### config.mk
export PLATFORM = sky130hd
export DESIGN_NAME = cla16_drv
export DESIGN_NICKNAME = d
export VERILOG_FILES = /design/src/rtl/cla16_drv.sv
export SDC_FILE = /design/constraint.sdc
export NUM_CORES = 1
export LEC_CHECK = 0
export ABC_CLOCK_PERIOD_IN_PS = 2400
export BUFFER_PORTS_ARGS = -buffer_cell sky130_fd_sc_hd__buf_2
export CORE_MARGIN = 1
export CORE_UTILIZATION = 29
export CTS_CLUSTER_DIAMETER = 40
export DETAILED_ROUTE_END_ITERATION = 8
export HOLD_SLACK_MARGIN = 0.15
export MAX_ROUTING_LAYER = met4
export SYNTH_ARGS = -nofsm -noshare
export SYNTH_HDL_FRONTEND = slang
export SYNTH_SLANG_ARGS = --single-unit
### constraint.sdc
create_clock -name clk -period 2.4 [get_ports clk]
set_clock_uncertainty 0.1 [all_clocks]
set_input_delay 0.12 -clock clk [delete_from_list [all_inputs] [get_ports clk]]
set_output_delay 0.12 -clock clk [all_outputs]
set_load 0.02 [all_outputs]
### src/rtl/cla16_drv.sv
// Handshake driver around an external two-stage registered 16-bit adder.
// Optional shadow checker enabled by defining CLA16_DRV_CHECK_EN.
module cla16_drv #(
  parameter int W     = 16,
  parameter int CNT_W = 16
) (
  input  logic             clk,
  input  logic             rst,
  input  logic             s_valid,
  output logic             s_ready,
  input  logic [W-1:0]     s_a,
  input  logic [W-1:0]     s_b,
  output logic             add_en,
  output logic [W-1:0]     add_a,
  output logic [W-1:0]     add_b,
  input  logic [W-1:0]     add_res,
  output logic             m_valid,
  input  logic             m_ready,
  output logic [W-1:0]     m_res,
  output logic             busy,
  output logic [CNT_W-1:0] in_cnt,
  output logic [CNT_W-1:0] out_cnt,
  output logic             err
);

  typedef enum logic [1:0] {IDLE, RUN, HOLD} state_t;

  state_t state, state_nxt;
  logic   v1, v2;
  logic   stall, acc, dlv;

  assign stall = v2 && !m_ready;
  assign acc   = s_valid && s_ready;
  assign dlv   = m_valid && m_ready;
  assign add_a = s_a;
  assign add_b = s_b;
  assign m_res = add_res;

  // Occupancy moves in lockstep with the adder registers, so both freeze on stall.
  always_ff @(posedge clk) begin
    if (rst) begin
      v1 <= 1'b0;
      v2 <= 1'b0;
    end else if (add_en) begin
      v2 <= v1;
      v1 <= acc;
    end
  end

  always_ff @(posedge clk) begin
    if (rst) state <= IDLE;
    else     state <= state_nxt;
  end

  always_comb begin
    state_nxt = state;
    case (state)
      IDLE: if (acc) state_nxt = RUN;
      RUN: begin
        if (stall)            state_nxt = HOLD;
        else if (!v1 && !acc) state_nxt = IDLE;
      end
      HOLD: begin
        if (!stall) state_nxt = (!v1 && !acc) ? IDLE : RUN;
      end
      default: state_nxt = IDLE;
    endcase
  end

  // Outputs are masked during reset so a stale v2 is never presented.
  always_comb begin
    add_en  = !stall && !rst;
    s_ready = !stall && !rst;
    m_valid = v2 && !rst;
    busy    = (state != IDLE) && !rst;
  end

  always_ff @(posedge clk) begin
    if (rst) begin
      in_cnt  <= '0;
      out_cnt <= '0;
    end else begin
      if (acc) in_cnt  <= in_cnt + 1'b1;
      if (dlv) out_cnt <= out_cnt + 1'b1;
    end
  end

`ifdef CLA16_DRV_CHECK_EN
  logic [W-1:0] sh1, sh2;
  logic         err_q;

  always_ff @(posedge clk) begin
    if (rst) begin
      sh1   <= '0;
      sh2   <= '0;
      err_q <= 1'b0;
    end else begin
      if (add_en) begin
        sh1 <= s_a + s_b;
        sh2 <= sh1;
      end
      if (dlv && (m_res != sh2)) err_q <= 1'b1;
    end
  end

  assign err = err_q;
`else
  assign err = 1'b0;
`endif

endmodule

After elaboration in Yosys (flattened, before gate mapping)
Cells that the tools add are included.
- add/sub/neg operators: 2
- equality and inequality tests: 5
- multiplexer cells: 6
- reduce and logical (&&, ||, !) cells: 15
- operator list (kind ; number):
    16-bit by 1-bit adder with 16-bit output, second input constant ; 2
    2-bit two-way mux ; 4
    1-bit logical AND ; 7
    2-bit one-hot mux with 3 select lines ; 1
    1-bit zero test ; 5
    2-bit inequality test, second input constant ; 2
    3-bit inequality test, second input constant ; 1
    3-bit AND reduction ; 1
    2-bit by 1-bit == test with 1-bit output, second input constant ; 1
    2-bit == test, second input constant ; 1
    2-bit zero test ; 1
    2-bit nonzero test ; 1
    1-bit two-way mux ; 1
- register bits after elaboration: 36
- bits of input ports: 52
- output and inout bits: 85
- logic and storage cells: 33

Depth between registers and ports, before layout
Gate-level depths: netlist of the first run.
- word-level depth: 10
- depth in mapped cells: 6
- gate-level depth less buffers: 5

Worst setup path after synthesis of the first run
No wires, ideal clock.
- path kind: reg-to-reg
- start: reg in_cnt[0]
- end: reg in_cnt[14]
- library setup time: 0.070 ns
- arrival: 1.885 ns
- data required time: 2.230 ns
- path slack: 0.345 ns
- cell stages (with the launch flop): 7
- path buffers: 1
- period minus slack after synthesis: 2.055 ns
- path through: dfxtp_1 > ha_1 > nand4_1 > or3_1 > buf_2 > or4_1 > a21oi_1
- word-level cells in the longest chain between the ends: 1
- RTL lines (what ; RTL line ; RTL):
    from (decl) ; 21 ; output logic [CNT_W-1:0] in_cnt,
    from (signal assigned) ; 83 ; if (acc) in_cnt <= in_cnt + 1'b1;
    16-bit by 1-bit adder with 16-bit output ; 83 ;
Every way passes these cells.
A chain may end at the register's enable or synchronous reset.

Final worst setup path of the first run
- start: in m_ready
- end: reg in_cnt[15]
- word-level cells in the longest chain between the ends: 5
- RTL lines (what ; RTL line ; RTL):
    from (decl) ; 18 ; input logic m_ready,
    1-bit zero test ; 32 ; assign stall = v2 && !m_ready;
    1-bit logical AND ; 32 ;
    1-bit zero test ; 73 ; s_ready = !stall && !rst;
    1-bit logical AND ; 73 ;
    1-bit logical AND ; 33 ; assign acc = s_valid && s_ready;
Every way passes these cells.

==> flow_summary.ini, run 1 <==
[placement]
io_buffers = 39
place_congestion = 0.741
hpwlAfterDp_mm = 2.83

[setup_path]
path_cells = dlygate4sd3_1 -> buf_2 -> nor2b_1 -> or3_1 -> nor4_1 -> mux2_1
worst-endpoint-required_ps = 2470
timing.critical_path.to_type = register
path_type_of_the_worst_setup_path = input port to register
slowest_delay_ps = 510
critPathSlowestCell = sky130_fd_sc_hd__dlygate4sd3_1
crit_arrival_ps = 2130
worst_case_register_to_register_setup_slack_ps = 390
worst-path-max-fanout = 10
cp-start-kind = input port

[drt]
route.antenna.remaining_nets = 0
routed-via-count = 1732
drt-wirelength-per-cell_um = 11.7
initial_drc_count = 69
detail_route.wirelength_mm = 4.20
remaining_drc_errors = 0
first_pass_iters = 4
vias_per_cell = 4.81

[synthesis]
post_synthesis_cell_type_with_the_largest_combined_area = sky130_fd_sc_hd__dfxtp_1
synth_area_leaders = sky130_fd_sc_hd__dfxtp_1 (36%), sky130_fd_sc_hd__buf_4 (19%), sky130_fd_sc_hd__nor2_1 (5.0%), sky130_fd_sc_hd__xnor2_1 (4.3%), sky130_fd_sc_hd__xor2_1 (4.3%)
synth.cell_area_sq_um = 2020
synth-main-ff-cell = sky130_fd_sc_hd__dfxtp_1
synth-edff-count = 0
post_synth_mux_area_share_pct = 1.12
ys_seq_area_share_pct = 35.8
syn-instance-count = 242
main_combinational_cell_family_by_area_after_synthesis = simple AND/OR/NAND/NOR gates
async_flop_share_pct = 0
synth_adder_area_share_pct = 1.24
ys_types = 34
post-synth-top-area-fraction_pct = 35.8
synth-compound-area-share_pct = 6.15
ys_seq_elements = 36
post_synth_xor_area_fraction_pct = 8.69
syn-mean-instance-area_sq_um = 8.33
synthesis.yosys.warnings = 0
synth_nets = 296
yosys.area_share.simple_pct = 25.7

[clocking]
clk_buf_depth = 2
clock_root_buffer = sky130_fd_sc_hd__clkbuf_8
insertion_delay_ps = 280
h-tree-depth = 2
clock_tree_from_tritoncts = done
tritoncts.num_buffers = 5
cts_sinks = 36
worst_setup_hold_path_clk_slew_ps = 60

[global_route]
antenna_found_initial = 0
grt_util_all_layers_pct = 11.7
global_route.overflow_total = 0
grtUsageMet3_pct = 2.92
use_met2_pct = 18.6
largest_net_degree_at_the_start_of_global_routing = 25
via_count_of_the_first_global_routing_pass = 1480
grt_busiest_layer = met2
globalRouteMet1Util_pct = 13.6
grt_pass1_wl_mm = 6.59

[floorplanning]
rows = 30
chip_width_um = 85.4
dieArea_sq_um = 7290
floorplan.die.height_um = 85.4
initial_core_util_pct = 29.8
io_pins = 137
floorplan.core_area_sq_um = 6760

[cells_and_area]
mostFrequentLayoutCells = sky130_fd_sc_hd__dlygate4sd3_1 (50), sky130_fd_sc_hd__buf_2 (39), sky130_fd_sc_hd__dfxtp_1 (36), sky130_fd_sc_hd__nor2_1 (27), sky130_fd_sc_hd__nand2_1 (14)
fillerInstances = 706
insertedDiodeCount = 0
area_growth_from_synthesis_to_layout_pct = 23.2
num-nets-final = 336
most_frequent_standard_cell_in_the_layout_excluding_fill_and_tap_cells = sky130_fd_sc_hd__dlygate4sd3_1
drive_above_1_share_pct = 17.5

[sta]
fin_crit_sh_pct = 85.6
peak_freq_mhz = 487
final_max_slew_viol_count = 0
hold_viol_final = 0
timing.final.setup_violations = 0
slew_headroom_pct = 63.4
worstMarginPinSlew_ps = 548
rsz0062_at_grt = false
tns_ps = 0
final_period_minus_worst_setup_slack_ps = 2060

[pwr]
leakagePower_nw = 0.978
power_total_w = 0.00118
powerDensity_nw_per_um2 = 475
vdd_drop_max_mv = 0.163

[job]
drv_cap = 0

[hold_path]
path_category_of_the_worst_min_delay_check = input port to register

[run_status]
outcome = finished clean
-- power breakdown --
part	switching, W	internal (W)	total (W)	leakage, nW
registers	0.00000944	0.000605	0.000615	0.291
logic	0.000109	0.0000763	0.000185	0.651
clock network	0.000194	0.000187	0.000381	0.0359
total	0.000312	0.000869	0.00118	0.978
-- worst max-delay path: cells and delay by family --
kind | cells | cell delay [ps]
AND/OR/NAND/NOR | 3 | 990
buffers and inverters | 2 | 670
multiplexers | 1 | 350
-- final cells by class --
| class | instances | area (sq um) | area share [%] |
|---|---|---|---|
| Inverter | 2 | 7.51 | 0.302 |
| Multi-Input combinational cell | 145 | 868 | 35.0 |
| Sequential cell | 36 | 721 | 29.0 |
| Tap cell | 80 | 100 | 4.03 |
| Clock buffer | 5 | 68.8 | 2.77 |
| Timing Repair Buffer | 92 | 718 | 28.9 |
-- cell usage after synthesis (all sizes together), types with 3 or more instances --
master and count:
buf 54, dfxtp 36, nor2 27, nand2 14
a21oi 12, nand3 12, xnor2 10, xor2 10
nand4 8, or3 8, nor4 7, o21ai 6
clkbuf 5, nor2b 5, and4 3, nor3 3
-- repair_timing --
action | CTS | global route
resized for setup | 0 | 0
hold buffers | 50 | 0
endpoints found under the setup margin | 0 | 0
buffers inserted | 0 | 0
endpoints found under the hold margin | 55 | 0
-- cell families (layout without fill, tap and decap cells) --
logic type / count (synthesis) / after routing
compound gates: 22 / 22
xor+xnor: 20 / 20
fa+ha+maj: 2 / 2
buf+inv: 61 / 99
flops: 36 / 36
mux: 2 / 2
other cells: 1 / 1
simple gates: 98 / 98
-- routing by layer --
layer	wire (um)	share of wire, %
met4	92	2.2
met3	276	6.6
met1	1790	43
met2	2030	48
met5	0	0
-- metrics by stage --
stage	util [%]	hold slack (ps)	instance area, sq um	instances	setup slack [ps]
floorplan	-	180	2020	242	345
global placement	28.3	140	1910	305	469
detailed placement	28.3	140	1910	305	402
CTS	36.8	199	2480	360	346
global route	36.8	218	2480	360	232
finish	36.8	196	2480	360	345
-- flip-flops by register name, summed over array words and instances, names as in the netlist --
register / cells
in_cnt: 16
out_cnt: 16
state: 2
v1: 1
v2: 1
-- worst paths after layout --
check	startpoint	to	cells past startpoint
max	m_ready	in_cnt[15]$_SDFFE_PP0P_	6
min	rst	in_cnt[12]$_SDFFE_PP0P_	3
max reg2reg	v2$_SDFFE_PP0N_	in_cnt[15]$_SDFFE_PP0P_	4
min reg2reg	v1$_SDFFE_PP0N_	v1$_SDFFE_PP0N_	2
Power figures use the tool's default switching activity.
==> run 2, diff against run 1 <==
CORE_UTILIZATION = 42   (was 29)
PLACE_DENSITY = 0.81   (was unset)
==> run 2 against run 1 <==
The run now ends with design-rule violations left. Flip-flop and latch count stayed put. Fmax is 1.0% lower. Setup slack worse by 21 ps. Worst hold slack better by 5.3 ps. Design area is 0.86% lower. Sequential power hardly changed. Wire length is 3.5% lower. Cell count is 7.2% lower. Register-to-register slack worse by 20 ps. Global-route usage is 4.0 points higher. Clock power is 15% higher. Clock-buffer cell count is 3 higher. Critical endpoint unchanged.
==> flow_summary.ini, run 2 (synthesis results as in run 1) <==
[clocking]
tritoncts.num_buffers = 5
cts_sinks = 36
postCtsSetupBuffers = 0
clock_root_buffer = sky130_fd_sc_hd__clkbuf_8
worst_setup_hold_path_clk_slew_ps = 70
insertion_delay_ps = 280
clock_tree_from_tritoncts = done
clk_buf_depth = 2
h-tree-depth = 2

[placement]
hpwlAfterDp_mm = 2.77
io_buffers = 39
placed_cells = 276
place_congestion = 0.750
placement.setup.worst_slack_ps = 385

[setup_path]
worst-endpoint-required_ps = 2470
worst-path-max-fanout = 10
path_type_of_the_worst_setup_path = input port to register
timing.critical_path.to_type = register
cp-start-kind = input port
crit_arrival_ps = 2150

[sta]
hold_viol_final = 0
timing.final.setup_violations = 0
final_period_minus_worst_setup_slack_ps = 2080
fin_worst_hold_slack_ps = 201
worstMarginPinSlew_ps = 533
peak_freq_mhz = 482
rsz0062_at_grt = false
fin_crit_sh_pct = 86.5
postLayoutSetupSlackWorst_ps = 324
slew_headroom_pct = 64.4
tns_ps = 0
final_max_slew_viol_count = 0

[floorplanning]
floorplan.die.height_um = 71.3
dieArea_sq_um = 5080
io_pins = 137
chip_width_um = 71.3
initial_core_util_pct = 45.1
floorplan.core_area_sq_um = 4470
rows = 24

[cells_and_area]
drive_above_1_share_pct = 17.4
insertedDiodeCount = 0
fillerInstances = 411
leading_registers_by_flop_count = in_cnt: 16 flops, out_cnt: 16 flops, state: 2 flops
area_growth_from_synthesis_to_layout_pct = 22.2
most_frequent_standard_cell_in_the_layout_excluding_fill_and_tap_cells = sky130_fd_sc_hd__dlygate4sd3_1
mostFrequentLayoutCells = sky130_fd_sc_hd__dlygate4sd3_1 (50), sky130_fd_sc_hd__buf_2 (39), sky130_fd_sc_hd__dfxtp_1 (36), sky130_fd_sc_hd__nor2_1 (27), sky130_fd_sc_hd__nand2_1 (14)
final-instance-count-excl-fill = 334
num-nets-final = 335

[drt]
remaining_drc_errors = 13
detail_route.wirelength_mm = 4.05
first_pass_iters = 6
route.antenna.remaining_nets = 0
vias_per_cell = 5.16
initial_drc_count = 111
drt-wirelength-per-cell_um = 12.1
routed-via-count = 1725

[run_status]
outcome = complete, but fails checks
failed_checks = design-rule violations

[pwr]
leakagePower_nw = 0.982
vdd_drop_max_mv = 0.218
powerDensity_nw_per_um2 = 502
power_total_w = 0.00124

[global_route]
global_route.overflow_total = 0
grt_pass1_wl_mm = 6.22
largest_net_degree_at_the_start_of_global_routing = 24
via_count_of_the_first_global_routing_pass = 1423
antenna_found_initial = 0
grt_util_all_layers_pct = 15.7

[job]
drv_cap = 0

[hold_path]
path_category_of_the_worst_min_delay_check = input port to register
run 2: worst paths after layout:
check	from	endpoint	slack, ps	cells after the start
worst max-delay path	m_ready	in_cnt[15]$_SDFFE_PP0P_	320	6
worst min-delay path	rst	v1$_SDFFE_PP0N_	200	3
worst max register to register	v2$_SDFFE_PP0N_	in_cnt[15]$_SDFFE_PP0P_	370	4
worst min register to register	v1$_SDFFE_PP0N_	v1$_SDFFE_PP0N_	370	2
run 2: final cells by class:
class,count,area (sq um),area share [%]
multi-input cells,145,868,35.3
flip-flops and latches,36,721,29.3
repair buffers,91,711,28.9
clock buffers,8,90.1,3.66
well taps,52,65.1,2.64
inverters,2,7.51,0.305
run 2: through the flow:
step / utilization, % / cell area, sq um
CTS: 55.0 / 2460
floorplan: - / 2020
finish: 55.0 / 2460
global placement: 41.8 / 1870
global route: 55.0 / 2460
detailed placement: 41.8 / 1870
run 2: critical path, stage by stage:
cell,delay (ps)
sky130_fd_sc_hd__dlygate4sd3_1,510
sky130_fd_sc_hd__buf_2,150
sky130_fd_sc_hd__nor2b_1,140
sky130_fd_sc_hd__or3_1,500
sky130_fd_sc_hd__nor4_1,370
sky130_fd_sc_hd__mux2_1,350
run 2: routing by layer:
layer / GRT usage (%) / up-vias / wire [um]
met3: 3.66 / 2 / 334
met5: - / - / 0
met2: 27.6 / 88 / 2060
li1: - / 856 / -
met4: 6.00 / 0 / 37
met1: 17.2 / 779 / 1620
run 2: where the power goes:
group	switching, W	internal (W)
clock network	0.000203	0.000234
registers	0.00000944	0.000605
logic	0.000109	0.0000762
run 2: timing repair:
| action | CTS | global route |
|---|---|---|
| hold buffers | 50 | 0 |
| gates resized for setup | 0 | 0 |
| hold endpoints to repair | 53 | 0 |
